$ cat config.mk
export PLATFORM = sky130hd
export DESIGN_NAME = mdio_frame_ctrl
export DESIGN_NICKNAME = d
export VERILOG_FILES = /design/src/rtl/mdio_frame_ctrl.sv
export SDC_FILE = /design/constraint.sdc
export NUM_CORES = 1
export LEC_CHECK = 0
export ABC_AREA = 1
export BUFFER_PORTS_ARGS = -buffer_cell sky130_fd_sc_hd__buf_2
export CAP_MARGIN = 20
export CORE_UTILIZATION = 62
export DETAILED_ROUTE_END_ITERATION = 7
export PLACE_DENSITY = 0.94
export SETUP_SLACK_MARGIN = 0.2
export SLEW_MARGIN = 20
export SYNTH_ARGS = -nofsm -noshare
export SYNTH_HDL_FRONTEND = slang
export SYNTH_SLANG_ARGS = --single-unit
$ cat constraint.sdc
create_clock -name mclk -period 3.8 [get_ports mclk]
set_clock_uncertainty 0.05 [all_clocks]
set_input_delay 0.38 -clock mclk [delete_from_list [all_inputs] [get_ports mclk]]
set_output_delay 0.38 -clock mclk [all_outputs]
set_load 0.05 [all_outputs]
$ cat src/rtl/mdio_frame_ctrl.sv
// Clause 22 MDIO frame controller: serialises one read or write frame per accepted
// command, generates MDC from mclk and returns read data with a one-cycle response pulse.
module mdio_frame_ctrl #(
    parameter int DIV_W = 8
) (
    input  logic             mclk,
    input  logic             reset_n,
    input  logic [DIV_W-1:0] cfg_mdc_div,
    input  logic             cfg_no_pre,
    input  logic             cmd_valid,
    output logic             cmd_ready,
    input  logic             cmd_rd,
    input  logic [4:0]       cmd_phy_addr,
    input  logic [4:0]       cmd_reg_addr,
    input  logic [15:0]      cmd_wdata,
    output logic             rsp_valid,
    output logic [15:0]      rsp_rdata,
    output logic             rsp_err,
    output logic             busy,
    output logic             mdc,
    output logic             mdio_o,
    output logic             mdio_oe,
    input  logic             mdio_i
);

    typedef enum logic [2:0] {IDLE, PRE, CMD, TA, DATA, DONE} state_t;

    state_t           state_q, state_d;
    logic [DIV_W-1:0] div_q, div_d;
    logic [DIV_W-1:0] cnt_q, cnt_d;
    logic             rd_q, rd_d;
    logic [31:0]      sh_q, sh_d;
    logic [4:0]       bits_q, bits_d;
    logic             mdc_q, mdc_d;
    logic             mdo_q, mdo_d;
    logic             oe_q, oe_d;
    logic [15:0]      rdata_q, rdata_d;
    logic             err_q, err_d;
    logic             tick, rise, fall;

    always_ff @(posedge mclk or negedge reset_n) begin
        if (!reset_n) begin
            state_q <= IDLE;
            div_q   <= '0;
            cnt_q   <= '0;
            rd_q    <= 1'b0;
            sh_q    <= '0;
            bits_q  <= '0;
            mdc_q   <= 1'b0;
            mdo_q   <= 1'b0;
            oe_q    <= 1'b0;
            rdata_q <= '0;
            err_q   <= 1'b0;
        end else begin
            state_q <= state_d;
            div_q   <= div_d;
            cnt_q   <= cnt_d;
            rd_q    <= rd_d;
            sh_q    <= sh_d;
            bits_q  <= bits_d;
            mdc_q   <= mdc_d;
            mdo_q   <= mdo_d;
            oe_q    <= oe_d;
            rdata_q <= rdata_d;
            err_q   <= err_d;
        end
    end

    always_comb begin
        state_d = state_q;
        div_d   = div_q;
        cnt_d   = cnt_q;
        rd_d    = rd_q;
        sh_d    = sh_q;
        bits_d  = bits_q;
        mdc_d   = mdc_q;
        mdo_d   = mdo_q;
        oe_d    = oe_q;
        rdata_d = rdata_q;
        err_d   = err_q;
        tick    = (cnt_q == div_q);
        rise    = tick && !mdc_q;
        fall    = tick && mdc_q;

        case (state_q)
            IDLE: begin
                cnt_d = '0;
                mdc_d = 1'b0;
                mdo_d = 1'b0;
                oe_d  = 1'b0;
                if (cmd_valid) begin
                    // ST, OP, PHYAD, REGAD, write TA and write data, sent MSB first
                    sh_d    = {2'b01, (cmd_rd ? 2'b10 : 2'b01), cmd_phy_addr,
                               cmd_reg_addr, 2'b10, cmd_wdata};
                    rd_d    = cmd_rd;
                    div_d   = cfg_mdc_div;
                    oe_d    = 1'b1;
                    rdata_d = '0;
                    err_d   = 1'b0;
                    if (cfg_no_pre) begin
                        state_d = CMD;
                        bits_d  = 5'd13;
                        mdo_d   = 1'b0;
                    end else begin
                        state_d = PRE;
                        bits_d  = 5'd31;
                        mdo_d   = 1'b1;
                    end
                end
            end
            PRE, CMD, TA, DATA: begin
                cnt_d = tick ? '0 : cnt_q + 1'b1;
                if (tick) mdc_d = ~mdc_q;
                if (rise && rd_q) begin
                    if (state_q == TA && bits_q == '0) err_d = mdio_i;
                    if (state_q == DATA) rdata_d = {rdata_q[14:0], mdio_i};
                end
                if (fall) begin
                    // sh_q[31] is the bit currently on the wire, sh_q[30] the next one
                    if (state_q != PRE) sh_d = {sh_q[30:0], 1'b0};
                    bits_d = bits_q - 1'b1;
                    mdo_d  = (state_q == PRE) ? 1'b1 : sh_q[30];
                    if (bits_q == '0) begin
                        if (state_q == PRE) begin
                            state_d = CMD;
                            bits_d  = 5'd13;
                            mdo_d   = sh_q[31];
                        end else if (state_q == CMD) begin
                            state_d = TA;
                            bits_d  = 5'd1;
                            if (rd_q) oe_d = 1'b0;
                        end else if (state_q == TA) begin
                            state_d = DATA;
                            bits_d  = 5'd15;
                        end else begin
                            state_d = DONE;
                            oe_d    = 1'b0;
                        end
                    end
                    if (!oe_d) mdo_d = 1'b0;
                end
            end
            DONE: begin
                state_d = IDLE;
                cnt_d   = '0;
                mdc_d   = 1'b0;
                mdo_d   = 1'b0;
                oe_d    = 1'b0;
            end
            default: state_d = IDLE;
        endcase
    end

    assign cmd_ready = (state_q == IDLE);
    assign busy      = (state_q != IDLE);
    assign rsp_valid = (state_q == DONE);
    assign rsp_rdata = rdata_q;
    assign rsp_err   = err_q;
    assign mdc       = mdc_q;
    assign mdio_o    = mdo_q;
    assign mdio_oe   = oe_q;

endmodule

Yosys cells after proc, flatten, opt, wreduce, memory -nomap -nowiden
Index checks and enable logic that the tools add are counted.
Word-level totals
  memory bits (writable): 0
  register bits after elaboration: 77
  input bits: 40
  word-level logic and storage cells: 101
  bits in latches: 0
  memories: 0
  output and inout bits: 23
  ROM bits: 0
Operators by class
  divide/modulo/power cells: 0
  $add $sub $neg: 2
  multipliers: 0
  $lt $le $gt $ge: 0
  bitwise logic cells: 1
  equality and inequality tests: 15
  shifts and indexed selects: 0
  reductions and logical operators: 21
  mux-type cells: 51
Operators with widths (count)
  32-bit 2-to-1 mux: 3
  32-bit one-hot mux with 2 select lines: 1
  16-bit 2-to-1 mux: 3
  5-bit 2-to-1 mux: 7
  16-bit one-hot mux with 2 select lines: 1
  1-bit 2-to-1 mux: 21
  2-bit != test (second input constant): 8
  8-bit one-hot mux with 2 select lines: 1
  3-bit 2-to-1 mux: 5
  4-bit AND reduction: 3
  5-bit one-hot mux with 2 select lines: 1
  8-bit by 1-bit adder with 8-bit output (second input constant): 1
  8-bit equality test: 1
  8-bit 2-to-1 mux: 1
  3-bit by 2-bit equality test with 1-bit output (second input constant): 2
  3-bit equality test (second input constant): 2
  1-bit one-hot mux with 3 select lines: 2
  3-bit one-hot mux with 2 select lines: 1
  2-bit AND reduction: 3
  3-bit AND reduction: 2
  3-bit nonzero test: 2
  5-bit logical NOT: 1
  5-bit by 1-bit subtractor with 5-bit output (second input constant): 1
  1-bit logical AND: 4
  other kinds (10): 13

Longest topological paths before layout
  word-level depth: 10
  gate-level depth with buffers: 12
  depth with buffers taken out: 11

Worst setup path before layout
No wires, ideal clock.
  path type: register to register
  start: register state_q[0]
  end: register div_q[3]
  required time: 3.625 ns
  data arrival time: 1.877 ns
  stages on the path, launching flop included: 8
  slack: 1.749 ns
  library setup time: 0.125 ns
  period minus slack after synthesis: 2.051 ns
  buffers on the path: 2
  cell sequence: dfrtp_1 > nor2_1 > buf_4 > nand2_4 > inv_1 > nand2_1 > buf_4 > mux2_2
On the way
  cells in the longest elaborated chain, start to end: 2
RTL lines
  start, declared: line 28  | state_t state_q, state_d;
  start signal, assigned: line 55  | state_q <= state_d;
  3-bit logical NOT
  net cmd_ready: line 11  | output logic cmd_ready,
  2-bit AND reduction (no source line)
  end signal, assigned: line 56  | div_q <= div_d;
  end, declared: line 29  | logic [DIV_W-1:0] div_q, div_d;
The timed path passes the listed nets, and every way through them passes these cells.
A chain may end at the register's enable or synchronous reset.

Final worst setup path
  start: register state_q[1]
  end: register sh_q[13]
On the way
  cells in the longest elaborated chain, start to end: 4
  elaborated cells between the ends (all ways): 13
  those cells by class: eq/ne (8); mux (1); reduce/logical (4)
RTL lines
  3-bit by 2-bit equality test with 1-bit output, or another cell as far along: line 85  | case (state_q)
  4-bit OR reduction: line 85
  2-bit != test (no source line) / 2-bit nonzero test (equally long branches)
  4-bit AND reduction (no source line)
  end signal, assigned: line 47  | sh_q <= '0;
  end signal, assigned: line 59  | sh_q <= sh_d;
  end, declared: line 32  | logic [31:0] sh_q, sh_d;
Several ways; a longest one is shown, not always the timed one.

==> out/summary.txt <==
CP arrival - 2.96 ns
Vias - 3946
Cell Rows - 29
PwrDens - 919 nW/um2
Final hold slack - 0.111 ns
Gpl congestion - 0.858
HP Class - in -> async
Clk network pwr share - 14.1%
Critical-path top delay cell - nand3_2
Crit start category - flip-flop
Setup Buffers After CTS - 0
Hold buffers post-CTS - 0
Sum Neg Setup Slack - 0 ns
Cell family with most CP delay - simple AND/OR/NAND/NOR gates
Delay of the slowest critical-path stage - 0.67 ns
P_leak - 2.61 nW
Crit-path max FO - 38
Num ports - 63
Vias in the first global route - 3658
Port bufs - 62
TritonCTS clock tree - yes
Share of the synthesized area in the top cell type - 45.0%
Yosys cell types - 32
Synth Cell Area - 4280 um2
Post-route core utilization - 72.7%
Initial drt markers - 249
Post-DRT Antenna Nets - 0
Max Clk Rate - 0.360 GHz
Area contributors post-synth - dfrtp_1, nand2_1, nand4_1
Global-route wire length before repair - 15.7 mm
Hold Violations, Final - 0
Final setup vio count - 0
Total GRT Usage - 27.2%
Share of the clock period used by the worst path - 73.1%
Final #Nets - 665
Slew Viols, Final - 0
Post-CTS resize count - 0
Outcome - finished clean
Sw Ratio - 51.1%
Internal - 2.12 mW
Max-slew headroom - 36.4%
Data required, critical path - 3.98 ns
Starting Density - 65.9%
Detail Placement HPWL - 6.12 mm
Clk Latency, worst-skew pair - 0.35 ns
Die Span Y - 85.1 um
Yosys warning total - 0
Ant. Diodes - 0
Largest net degree at the start of global routing - 78
DRC viols - 0
Chip Width - 85.1 um
Fill count - 500
Critical path capture point type - flip-flop
Critical path, cell by cell - nor2_1, buf_4, nand2_1, o21ai_4, inv_2, nand2_2, nand2_2, nand3_2, nand2_1, nand2_1
Flops & latches, synth - 77
Net Count, Synth - 620
RSZ-0062 raised after global routing - false
Gate power share - 55.5%
Clock sinks - 77
Average vias per placed instance - 5.60
Initial antenna violation count - 0
Bufs and invs on worst path - 2
Core Footprint - 6490 um2
Detailed Routing Iterations Pass 1 - 6
Synthesized instance count - 578
Post-DR wirelength/cell - 13.1 um
Syn_area_per_cell - 7.41 um2
Clk buf depth - 2
CTS buffer count - 9
Share of layout cells above drive strength 1 - 17.0%
CTS root buf - clkbuf_8
Clock transition at path regs - 0.08 ns
Fraction of power consumed by sequential logic - 30.4%
Net Sw Power - 2.22 mW
Crit path kind - reg -> reg
Cell taking the most area after synthesis - dfrtp_1
Die area - 7240 um2
Final min period - 2.78 ns
Area growth syn-to-layout - 10.3%
Sequential share of the synthesized area - 45.0%
Peak VDD IR - 0.551 mV
Routed WL - 9.24 mm
Slew @ Worst Pin - 0.954 ns
Total grt overflow - 0
H-tree depth - 3
Cell mode on critical path - nand2_1
Max-cap viol count - 0
cell families (layout without fill, tap and decap cells):
logic type / Yosys count / count (layout) / synth area share (%)
xor+xnor: 8 / 8 / 1.64
fa+ha+maj: 2 / 2 / 0.585
mux: 3 / 3 / 0.789
flops: 77 / 77 / 45.0
simple gates: 379 / 379 / 39.5
compound gates: 29 / 29 / 3.77
buf+inv: 80 / 130 / 8.74
flip-flops by register name, indices dropped and copies added, names as in the netlist:
register	count
sh_q	32
rsp_rdata	16
cnt_q	8
div_q	8
bits_q	5
state_q	3
mdc	1
mdio_o	1
mdio_oe	1
rd_q	1
rsp_err	1
worst paths after layout:
path,start,to,slack (ns),depth (start not counted)
worst max-delay path,state_q[1]$_DFFE_PN0P_,sh_q[13]$_DFFE_PN0P_,1.02,10
worst min-delay path,reset_n,cnt_q[4]$_DFFE_PN0P_,0.11,1
worst max register to register,state_q[1]$_DFFE_PN0P_,sh_q[13]$_DFFE_PN0P_,1.02,10
worst min register to register,rsp_rdata[15]$_DFFE_PN0P_,rsp_rdata[15]$_DFFE_PN0P_,0.42,2
max in group asynchronous,reset_n,rsp_rdata[0]$_DFFE_PN0P_,2.95,1
min in group mclk,cfg_mdc_div[3],div_q[3]$_DFFE_PN0P_,0.21,2
Yosys cell counts:
cell type	n
nor2_1	41
nand2_1	245
a21oi_1	10
nor2_4	2
ha_1	2
nor2_8	2
o21ai_1	4
o21ai_4	1
nand3_2	1
buf_1	3
mux2_2	3
dfrtp_1	77
nand4_1	53
nand3_1	18
o21a_1	1
buf_6	4
inv_1	43
nand3_4	1
buf_4	6
clkinv_2	1
nor2_2	2
clkbuf_1	2
nor3_1	5
nand2_4	2
inv_2	5
o21ai_0	12
xor2_1	3
o31ai_1	1
or2_2	2
nand2_2	5
xnor2_1	5
buf_2	16
through the flow:
| stage | total power [mW] | instances | setup slack [ns] | area [um2] |
|---|---|---|---|---|
| after global placement | 3.59 | 689 | 1.16 | 4530 |
| after CTS | 4.32 | 705 | 1.06 | 4720 |
| after global routing | 4.70 | 705 | 0.786 | 4720 |
| after detailed placement | 3.71 | 689 | 1.07 | 4530 |
| after floorplan | 3.36 | 578 | 1.75 | 4280 |
| final | 4.34 | 705 | 1.02 | 4720 |
power groups by stage:
stage	combinational, mW	sequential, mW	clock, mW
floorplan	1.98	1.39	0
global placement	2.28	1.31	0
detailed placement	2.39	1.32	0
CTS	2.39	1.31	0.617
global route	2.70	1.35	0.648
finish	2.41	1.32	0.614
area by class of cell:
type	instances	area (um2)	area share, %
Multi-Input combinational cell	421	1980	42.0
Sequential cell	77	1930	40.8
Timing Repair Buffer	65	335	7.10
Inverter	49	185	3.92
Clock buffer	12	145	3.08
Tap cell	77	96.3	2.04
Clock inverter	4	47.5	1.01
routing by layer:
metal | GRT usage, % | wire (um) | vias to the layer above
li1 | - | - | 1927
met1 | 34.7 | 3850 | 1839
met2 | 45.5 | 4630 | 160
met3 | 4.28 | 579 | 20
met4 | 13.3 | 188 | 0
met5 | 0 | 0 | -
cell usage in the layout, fill, tap and decap left out, drive strengths merged:
master,count
clkinv,3
buf,65
dfrtp,77
xnor2,5
nor2,47
xor2,3
bufinv,1
clkbuf,12
nand3,20
a21oi,10
nor3,5
clkinvlp,1
o21ai,17
nand4,53
ha,2
nand2,252
o21a,1
o31ai,1
mux2,3
or2,2
inv,48
Power figures use the tool's default switching activity.
